### src/rtl/hazard_if.sv
// rtl/hazard_if.sv - request/control bundle between pipeline stages and the hazard unit
interface hazard_if #(
  parameter int NUM_STAGES = 4,
  parameter int ADDR_WIDTH = 32,
  parameter int CNT_WIDTH  = 16
);
  localparam int SEL_W = $clog2(2 * NUM_STAGES + 1);

  logic [NUM_STAGES-1:0]            stall_req;
  logic [NUM_STAGES-1:0]            redir_req;
  logic [NUM_STAGES*ADDR_WIDTH-1:0] redir_target;
  logic [NUM_STAGES:0]              stall;
  logic [NUM_STAGES:0]              flush;
  logic                             load_pc_we;
  logic [ADDR_WIDTH-1:0]            load_pc_new_pc;
  logic                             stats_clear;
  logic [SEL_W-1:0]                 stats_sel;
  logic [CNT_WIDTH-1:0]             stats_data;
  logic                             watchdog_trip;

  modport master (
    output stall_req, redir_req, redir_target, stats_clear, stats_sel,
    input  stall, flush, load_pc_we, load_pc_new_pc, stats_data, watchdog_trip
  );

  modport slave (
    input  stall_req, redir_req, redir_target, stats_clear, stats_sel,
    output stall, flush, load_pc_we, load_pc_new_pc, stats_data, watchdog_trip
  );
endinterface

### src/rtl/pipeline_hazard_unit.sv
// rtl/pipeline_hazard_unit.sv - parametrised stall/flush/redirect controller with stats and fetch watchdog
module pipeline_hazard_unit #(
  parameter int NUM_STAGES     = 4,
  parameter int ADDR_WIDTH     = 32,
  parameter int DELAY_SLOTS    = 1,
  parameter int CNT_WIDTH      = 16,
  parameter int WATCHDOG_LIMIT = 1024
) (
  input  logic     clk,
  input  logic     rst_n,
  hazard_if.slave  bus
);
  localparam int NCNT = 2 * NUM_STAGES + 1;
  localparam int WD_W = (WATCHDOG_LIMIT > 0) ? $clog2(WATCHDOG_LIMIT + 1) : 1;
  localparam logic [WD_W-1:0] WD_MAX = WD_W'(WATCHDOG_LIMIT);

  logic [NUM_STAGES-1:0] ds;
  logic [NUM_STAGES-1:0] kill;
  logic [NUM_STAGES-1:0] eff_req;
  logic [NUM_STAGES:0]   squash;
  logic [NUM_STAGES:0]   stall_w;
  logic [NUM_STAGES:0]   flush_w;
  logic                  redir_active;
  int                    redir_k;

  // Scanning upward lets the oldest unblocked requester overwrite younger ones.
  always_comb begin
    ds           = '0;
    redir_active = 1'b0;
    redir_k      = 0;
    kill         = '0;
    squash       = '0;
    stall_w      = '0;
    flush_w      = '0;
    for (int s = NUM_STAGES - 2; s >= 0; s--) begin
      ds[s] = ds[s+1] | bus.stall_req[s+1];
    end
    for (int s = 0; s < NUM_STAGES; s++) begin
      if (bus.redir_req[s] && !ds[s]) begin
        redir_active = 1'b1;
        redir_k      = s;
      end
    end
    for (int t = 0; t < NUM_STAGES; t++) begin
      kill[t] = redir_active && (t <= redir_k - 1 - DELAY_SLOTS);
    end
    eff_req = bus.stall_req & ~kill;
    for (int r = NUM_STAGES - 1; r >= 0; r--) begin
      stall_w[r] = stall_w[r+1] | eff_req[r];
    end
    for (int r = 1; r <= NUM_STAGES; r++) begin
      squash[r] = redir_active && (r <= redir_k - DELAY_SLOTS);
    end
    for (int r = 0; r < NUM_STAGES; r++) begin
      flush_w[r+1] = (eff_req[r] | squash[r+1]) & ~stall_w[r+1];
    end
  end

  assign bus.stall          = stall_w;
  assign bus.flush          = flush_w;
  assign bus.load_pc_we     = redir_active;
  assign bus.load_pc_new_pc = redir_active ? bus.redir_target[redir_k*ADDR_WIDTH +: ADDR_WIDTH]
                                           : '0;

  logic [CNT_WIDTH-1:0] cnt_q [NCNT];
  logic [CNT_WIDTH-1:0] cnt_d [NCNT];
  logic [NCNT-1:0]      cnt_inc;

  always_comb begin
    cnt_inc = '0;
    for (int t = 0; t < NUM_STAGES; t++) begin
      cnt_inc[t]              = eff_req[t];
      cnt_inc[NUM_STAGES + t] = redir_active && (redir_k == t);
    end
    cnt_inc[NCNT-1] = 1'b1;
    for (int i = 0; i < NCNT; i++) begin
      cnt_d[i] = cnt_q[i];
      if (bus.stats_clear) begin
        cnt_d[i] = '0;
      end else if (cnt_inc[i] && (cnt_q[i] != '1)) begin
        cnt_d[i] = cnt_q[i] + 1'b1;
      end
    end
  end

  always_ff @(posedge clk) begin
    for (int i = 0; i < NCNT; i++) begin
      if (!rst_n) begin
        cnt_q[i] <= '0;
      end else begin
        cnt_q[i] <= cnt_d[i];
      end
    end
  end

  always_comb begin
    bus.stats_data = '0;
    if (int'(bus.stats_sel) < NCNT) begin
      bus.stats_data = cnt_q[bus.stats_sel];
    end
  end

  logic [WD_W-1:0] wd_q, wd_d;
  logic            trip_q, trip_d;

  // A PC overload means fetch is making progress even while the PC register reports stalled.
  always_comb begin
    wd_d   = wd_q;
    trip_d = trip_q;
    if (bus.stats_clear) begin
      wd_d   = '0;
      trip_d = 1'b0;
    end else if (WATCHDOG_LIMIT != 0) begin
      if (stall_w[0] && !redir_active) begin
        wd_d = (wd_q == WD_MAX) ? WD_MAX : wd_q + 1'b1;
      end else begin
        wd_d = '0;
      end
      if (wd_d == WD_MAX) begin
        trip_d = 1'b1;
      end
    end
  end

  always_ff @(posedge clk) begin
    if (!rst_n) begin
      wd_q   <= '0;
      trip_q <= 1'b0;
    end else begin
      wd_q   <= wd_d;
      trip_q <= trip_d;
    end
  end

  assign bus.watchdog_trip = trip_q;
endmodule

### src/flat_wrapper.sv
// flat-port wrapper written by rule: the top's interface ports become plain ports
module pipeline_hazard_unit_flat 
#(
  parameter int NUM_STAGES     = 4,
  parameter int ADDR_WIDTH     = 32,
  parameter int DELAY_SLOTS    = 1,
  parameter int CNT_WIDTH      = 16,
  parameter int WATCHDOG_LIMIT = 1024
)
  (clk, rst_n, bus_stall_req, bus_redir_req, bus_redir_target, bus_stats_clear, bus_stats_sel, bus_stall, bus_flush, bus_load_pc_we, bus_load_pc_new_pc, bus_stats_data, bus_watchdog_trip);
  hazard_if #(.NUM_STAGES(NUM_STAGES), .ADDR_WIDTH(ADDR_WIDTH), .CNT_WIDTH(CNT_WIDTH)) bus_i ();
  input  logic clk;
  input  logic rst_n;
  input wire logic [$bits(bus_i.stall_req)-1:0] bus_stall_req;
  input wire logic [$bits(bus_i.redir_req)-1:0] bus_redir_req;
  input wire logic [$bits(bus_i.redir_target)-1:0] bus_redir_target;
  input wire logic [$bits(bus_i.stats_clear)-1:0] bus_stats_clear;
  input wire logic [$bits(bus_i.stats_sel)-1:0] bus_stats_sel;
  output wire logic [$bits(bus_i.stall)-1:0] bus_stall;
  output wire logic [$bits(bus_i.flush)-1:0] bus_flush;
  output wire logic [$bits(bus_i.load_pc_we)-1:0] bus_load_pc_we;
  output wire logic [$bits(bus_i.load_pc_new_pc)-1:0] bus_load_pc_new_pc;
  output wire logic [$bits(bus_i.stats_data)-1:0] bus_stats_data;
  output wire logic [$bits(bus_i.watchdog_trip)-1:0] bus_watchdog_trip;
  assign bus_i.stall_req = bus_stall_req;
  assign bus_i.redir_req = bus_redir_req;
  assign bus_i.redir_target = bus_redir_target;
  assign bus_i.stats_clear = bus_stats_clear;
  assign bus_i.stats_sel = bus_stats_sel;
  assign bus_stall = bus_i.stall;
  assign bus_flush = bus_i.flush;
  assign bus_load_pc_we = bus_i.load_pc_we;
  assign bus_load_pc_new_pc = bus_i.load_pc_new_pc;
  assign bus_stats_data = bus_i.stats_data;
  assign bus_watchdog_trip = bus_i.watchdog_trip;
  pipeline_hazard_unit #(.NUM_STAGES(NUM_STAGES), .ADDR_WIDTH(ADDR_WIDTH), .DELAY_SLOTS(DELAY_SLOTS), .CNT_WIDTH(CNT_WIDTH), .WATCHDOG_LIMIT(WATCHDOG_LIMIT)) u_core (.clk(clk), .rst_n(rst_n), .bus(bus_i));
endmodule
### config.mk
export PLATFORM = sky130hd
export DESIGN_NAME = pipeline_hazard_unit_flat
export DESIGN_NICKNAME = d
export VERILOG_FILES = /design/src/rtl/hazard_if.sv /design/src/rtl/pipeline_hazard_unit.sv /design/src/flat_wrapper.sv
export SDC_FILE = /design/constraint.sdc
export NUM_CORES = 1
export LEC_CHECK = 0
export CAP_MARGIN = 0
export CORE_MARGIN = 2
export CORE_UTILIZATION = 45
export CTS_BUF_LIST = sky130_fd_sc_hd__clkbuf_2 sky130_fd_sc_hd__clkbuf_4 sky130_fd_sc_hd__clkbuf_8
export DETAILED_ROUTE_END_ITERATION = 7
export GPL_TIMING_DRIVEN = 0
export PLACE_DENSITY = 0.78
export SYNTH_ARGS = -nofsm -noshare
export SYNTH_HDL_FRONTEND = slang
export SYNTH_SLANG_ARGS = --single-unit
export TNS_END_PERCENT = 5
### constraint.sdc
create_clock -name clk -period 2.95 [get_ports clk]
set_input_delay 0.59 -clock clk [delete_from_list [all_inputs] [get_ports clk]]
set_output_delay 0.59 -clock clk [all_outputs]
set_load 0.01 [all_outputs]
==> impl_metrics.ini, run 1 <==
[placement]
place_inst = 1611
placement.io_buffers = 196
dp_slack_ns = -1.47
gp_congestion = 0.953
dp_hpwl_mm = 24.8

[route]
drtPass1Iterations = 6
routed_wl_mm = 32.1
vias = 9919
drc = 0
final_antenna_net_count = 0
drtIter0Drc = 970
post_drt_wl_per_cell_um = 19.5
vias_per_cell = 6.01

[logic_synthesis]
synthFlopType = dfxtp_1
synth_edf_count = 0
ys_types = 68
synth-simple-area-share = 0.261
syn-cell-area_mm2 = 0.00958
synth_top_area_frac = 0.326
synth_top_family_by_area = simple AND/OR/NAND/NOR gates
synthArstFlopShare = 0
synth-xor-area-share = 0.0905
synth_compound_area_frac = 0.159
seq_area_frac_synth = 0.326
ys_seq_elements = 156
synthMuxAreaShare = 0.102
postSynthAreaPerCell_um2 = 8.41
syn_inst = 1139
netlist_top_cells_area = dfxtp_1 33%, mux4_2 7.5%, nor2_1 5.1%
post-synth-top-area-cell = dfxtp_1
synthAdderAreaFrac = 0.0144
ys.warnings.count = 0

[clock_network]
path_clk_slew_ns = 0.08
htreeDepth = 4
clk_path_buf_depth = 2
cts_root_buf = clkbuf_8
cts_sinks = 156
cts_buffers = 17
cts_tree = done
hold_buffers = 0
clock_latency_ns = 0.48

[floorplanning]
num_rows = 53
initial_core_util = 0.457
core_mm2 = 0.0210
ios = 203
dieHeight_um = 150
die_width_um = 150
die_area_mm2 = 0.0225

[critical_path]
end_kind = output port
crit_arrival_ns = 2.37
worstPathRequired_ns = 2.36
cp_max_fo = 3
path_class = input port to output port
start_kind = input port

[timing]
setup_viol_count_final = 1
skew_ns = 0.0128
final_max_slew_viol_count = 0
period_share = 1.00
rsz0062_at_grt = yes
post-route-min-period_ns = 2.96
slew_headroom = 0.454
fmax_mhz = 338
worstMarginPinSlew_ns = 0.819
fin_ws_ns = -0.00758
hold_viol = 0

[min_path]
worstHoldPathType = flip-flop to flip-flop

[power]
pwr_density_cell_mw_per_mm2 = 360
ir_drop_mv = 0.182
p_leak_nw = 4.19

[cells_and_area]
n_fill_cell = 1868
syn_to_final_growth_pct = 31.0
nets = 1511
fin_cells = 1651
drive_above_1_share = 0.127

[global_routing]
grtUsageTotal = 0.283
grt_pass1_wl_mm = 49.3
antenna_found_initial = 6
grt_remaining_overflow = 0
grt_max_degree = 17
grt_pass1_vias = 9351

[outcome]
violations = negative setup slack
status = finished, violations left

[flow_run]
maxCapViolCount = 0
cell usage in the layout (no fill, tap or decap), types with 10 or more instances in the layout:
master,instances
dfxtp_1,156
clkdlybuf4s50_1,147
nor2_1,129
nand2_1,106
nand3_1,61
a21oi_1,57
xnor2_1,54
xor2_1,45
o21ai_0,44
nand4_1,38
clkbuf_1,36
a222oi_1,32
mux4_2,32
inv_1,31
clkbuf_8,30
clkbuf_2,29
nor4_1,23
nor3_1,21
and4_1,19
mux2i_1,17
o211ai_1,17
and3_1,16
or3_1,16
a211oi_1,15
or4_1,11
ha_1,11
buf_4,10
nand2b_1,10
o31ai_1,10
dlygate4sd2_1,10
per-stage QoR:
| step | total power, mW | hold slack, ns | cell area (um2) | util | TNS [ns] |
|---|---|---|---|---|---|
| 6_report | 4.52 | 0.482 | 12500 | 0.599 | -0.00758 |
| 3_3_place_gp | 2.79 | 0.467 | 11900 | 0.567 | -55.28 |
| 4_1_cts | 4.54 | 0.485 | 12500 | 0.598 | -1.11 |
| 2_1_floorplan | 2.42 | 0.445 | 9580 | - | 0 |
| 3_5_place_dp | 2.80 | 0.464 | 11900 | 0.567 | -54.03 |
| 5_1_grt | 4.68 | 0.535 | 12500 | 0.599 | -0.0812 |
metal layers:
metal | vias up | GRT usage | routed length [um]
met2 | 506 | 0.468 | 15400
li1 | 4677 | - | -
met3 | 104 | 0.0610 | 2430
met4 | 0 | 0.143 | 1480
met1 | 4632 | 0.349 | 12800
met5 | - | 0 | 0
area by class of cell:
type / instances / area (um2) / area share
tap: 275 / 344 / 0.0274
multi-input combinational: 877 / 6140 / 0.489
clock buffer: 23 / 310 / 0.0247
antenna: 6 / 15.0 / 0.00120
timing repair buffer: 201 / 1880 / 0.150
sequential: 156 / 3120 / 0.249
clock inverter: 9 / 134 / 0.0107
inverter: 31 / 116 / 0.00927
buffer: 73 / 487 / 0.0388
logic make-up after synthesis:
logic type                 after synthesis
DFF                                    156
other                                    1
buffers and inverters                  107
muxes                                   58
AOI/OAI and AO/OA                      222
and+or+nand+nor                        485
xor gates and xnor gates                99
adders and majority gates               11
Yosys cell counts, drive strengths merged (11+ instances only):
cell and instances:
xor2 45, and3 17, nor2 129, ha 11, o211ai 18, clkbuf 63
or4 11, inv 31, and4 20, or3 16, nor4 24, nand2b 11
o31ai 11, a211oi 15, nand2 106, buf 13, xnor2 54, mux2i 26
a21oi 63, o21ai 47, a222oi 32, mux4 32, nand4 39, nand3 61
dfxtp 156, nor3 22
worst paths after layout:
path | startpoint | to | slack [ns] | cells after the start
worst max-delay path | bus_stall_req[1] | bus_flush[1] | -0.008 | 5
worst min register to register | u_core.bus.watchdog_trip | u_core.bus.watchdog_trip | 0.48 | 2
worst min-delay path | u_core.bus.watchdog_trip | u_core.bus.watchdog_trip | 0.48 | 2
worst max register to register | u_core.cnt_q[8][0] | u_core.cnt_q[8][2] | 0.77 | 7
where the power goes:
part           internal [mW]  leakage [nW]  switching (mW)
Clock                  0.958         0.214           0.807
Sequential              2.11          1.26         0.00943
Combinational          0.336          2.72           0.303
Total                   3.40          4.19            1.12
repair_timing:
action,CTS,global route
pin swaps,4,2
cloned,0,0
endpoints found under the hold margin,0,0
endpoints found under the setup margin,52,44
setup buffers,5,0
gates resized for setup,132,84
worst max-delay path, cell delays in order:
cell and delay, ns:
clkdlybuf4s50_1 0.54, nand2b_1 0.26, nand2_1 0.16, a31oi_1 0.22, clkdlybuf4s50_1 0.60
state kept, by name, summed over array words and instances, names as in the netlist:
register,count
u_core.wd_q,11
u_core.bus.watchdog_trip,1
u_core.cnt_q,144
Note: power is estimated with default switching activity, not from simulation.
==> run 2: changes to the inputs <==
- PLACE_DENSITY: 0.78 -> 0.81
- clock period: 2.95 -> 2.7 ns (I/O delays scaled with it)
==> impl_metrics.ini, run 2 (synthesis results as in run 1) <==
[timing]
final_max_slew_viol_count = 0
tns_ns = -0.357
worstMarginPinSlew_ns = 0.874
skew_ns = 0.0121
rsz0062_at_grt = yes
fin_ws_ns = -0.119
setup_viol_count_final = 5
slew_headroom = 0.417
hold_viol = 0
post-route-min-period_ns = 2.82
period_share = 1.04
fmax_mhz = 355

[critical_path]
path_class = input port to output port
end_kind = output port
start_kind = input port
crit_arrival_ns = 2.28
cp_max_fo = 10
worstPathRequired_ns = 2.16

[clock_network]
cts_buffers = 17
path_clk_slew_ns = 0.08
cts_root_buf = clkbuf_8
clock_latency_ns = 0.47
cts_tree = done
htreeDepth = 4
clk_path_buf_depth = 2
cts_sinks = 156

[outcome]
status = finished, violations left
violations = negative setup slack

[placement]
dp_hpwl_mm = 25.0
gp_congestion = 0.976
placement.io_buffers = 196
place_area_mm2 = 0.0119

[cells_and_area]
drive_above_1_share = 0.133
largest_reg_flops = 144
utilization = 0.601
layout_common_cells = 156 x dfxtp_1, 142 x clkdlybuf4s50_1, 129 x nor2_1
n_fill_cell = 1859
multiInputGateArea_mm2 = 0.00617
design_area_mm2 = 0.0126
top_register = u_core.cnt_q
nets = 1518
ff_latch_area_mm2 = 0.00312
mostFrequentLayoutCell = dfxtp_1
syn_to_final_growth_pct = 31.5

[route]
drtPass1Iterations = 7
final_antenna_net_count = 0
post_drt_wl_per_cell_um = 19.8
routed_wl_mm = 32.6
drtIter0Drc = 1095
vias_per_cell = 6.08
drc = 0
vias = 10046

[floorplanning]
initial_core_util = 0.457
num_rows = 53
dieHeight_um = 150
ios = 203
die_area_mm2 = 0.0225
core_mm2 = 0.0210
die_width_um = 150

[global_routing]
grt_pass1_wl_mm = 50.0
grt_max_degree = 17
grt_remaining_overflow = 0
antenna_found_initial = 3
grtUsageTotal = 0.287
grt_pass1_vias = 9433

[power]
pwr_density_cell_mw_per_mm2 = 384
p_leak_nw = 4.29
power_mw = 4.84
ir_drop_mv = 0.250

[min_path]
worstHoldPathType = flip-flop to flip-flop

[flow_run]
maxCapViolCount = 0
## run 2: stage by stage
step	setup slack (ns)	instances	hold slack, ns
after floorplan	0.188	1140	0.445
final	-0.119	1651	0.498
after detailed placement	-1.64	1611	0.484
after global routing	-0.179	1651	0.522
after global placement	-1.67	1611	0.467
after CTS	-0.135	1647	0.503
## run 2: final timing paths
check                     start            endpoint  slack, ns  cells after the start
max            bus_stats_sel[0]   bus_stats_data[3]      -0.12                      6
min reg2reg      u_core.wd_q[0]      u_core.wd_q[0]       0.50                      1
max reg2reg  u_core.cnt_q[8][0]  u_core.cnt_q[8][2]       0.54                      7
min              u_core.wd_q[0]      u_core.wd_q[0]       0.50                      1
## run 2: worst max-delay path, stage by stage
cell and delay, ns:
clkbuf_8 0.17, buf_8 0.18, mux4_2 0.57, mux2i_4 0.21, o21ai_0 0.10, clkdlybuf4s50_1 0.48
## run 2: area by class of cell
cell class,count,area share
diodes,2,0.000397
plain buffers,73,0.0384
clock buffers,23,0.0246
clock inverters,6,0.00685
inverters,31,0.00924
multi-input cells,877,0.490
flip-flops and latches,156,0.248
well taps,275,0.0273
repair buffers,208,0.155
## run 2: where the power goes
part,switching [mW],total [mW],internal [mW]
clock,0.871,1.81,0.938
combinational,0.339,0.713,0.374
sequential,0.0101,2.32,2.31
## run 2: routing by layer
layer,vias to the layer above,GRT usage,part of all wire
li1,4681,-,-
met1,4729,0.345,0.38
met2,538,0.481,0.48
met3,98,0.0649,0.091
met4,0,0.147,0.050
met5,-,0,0
## run 2: timing repair
| action | 4_1_cts | 5_1_grt |
|---|---|---|
| endpoints found under the setup margin | 52 | 50 |
| pin swaps | 5 | 8 |
| hold buffers | 0 | 0 |
| cloned | 2 | 0 |
| resized for setup | 151 | 72 |
| buffers inserted | 8 | 2 |
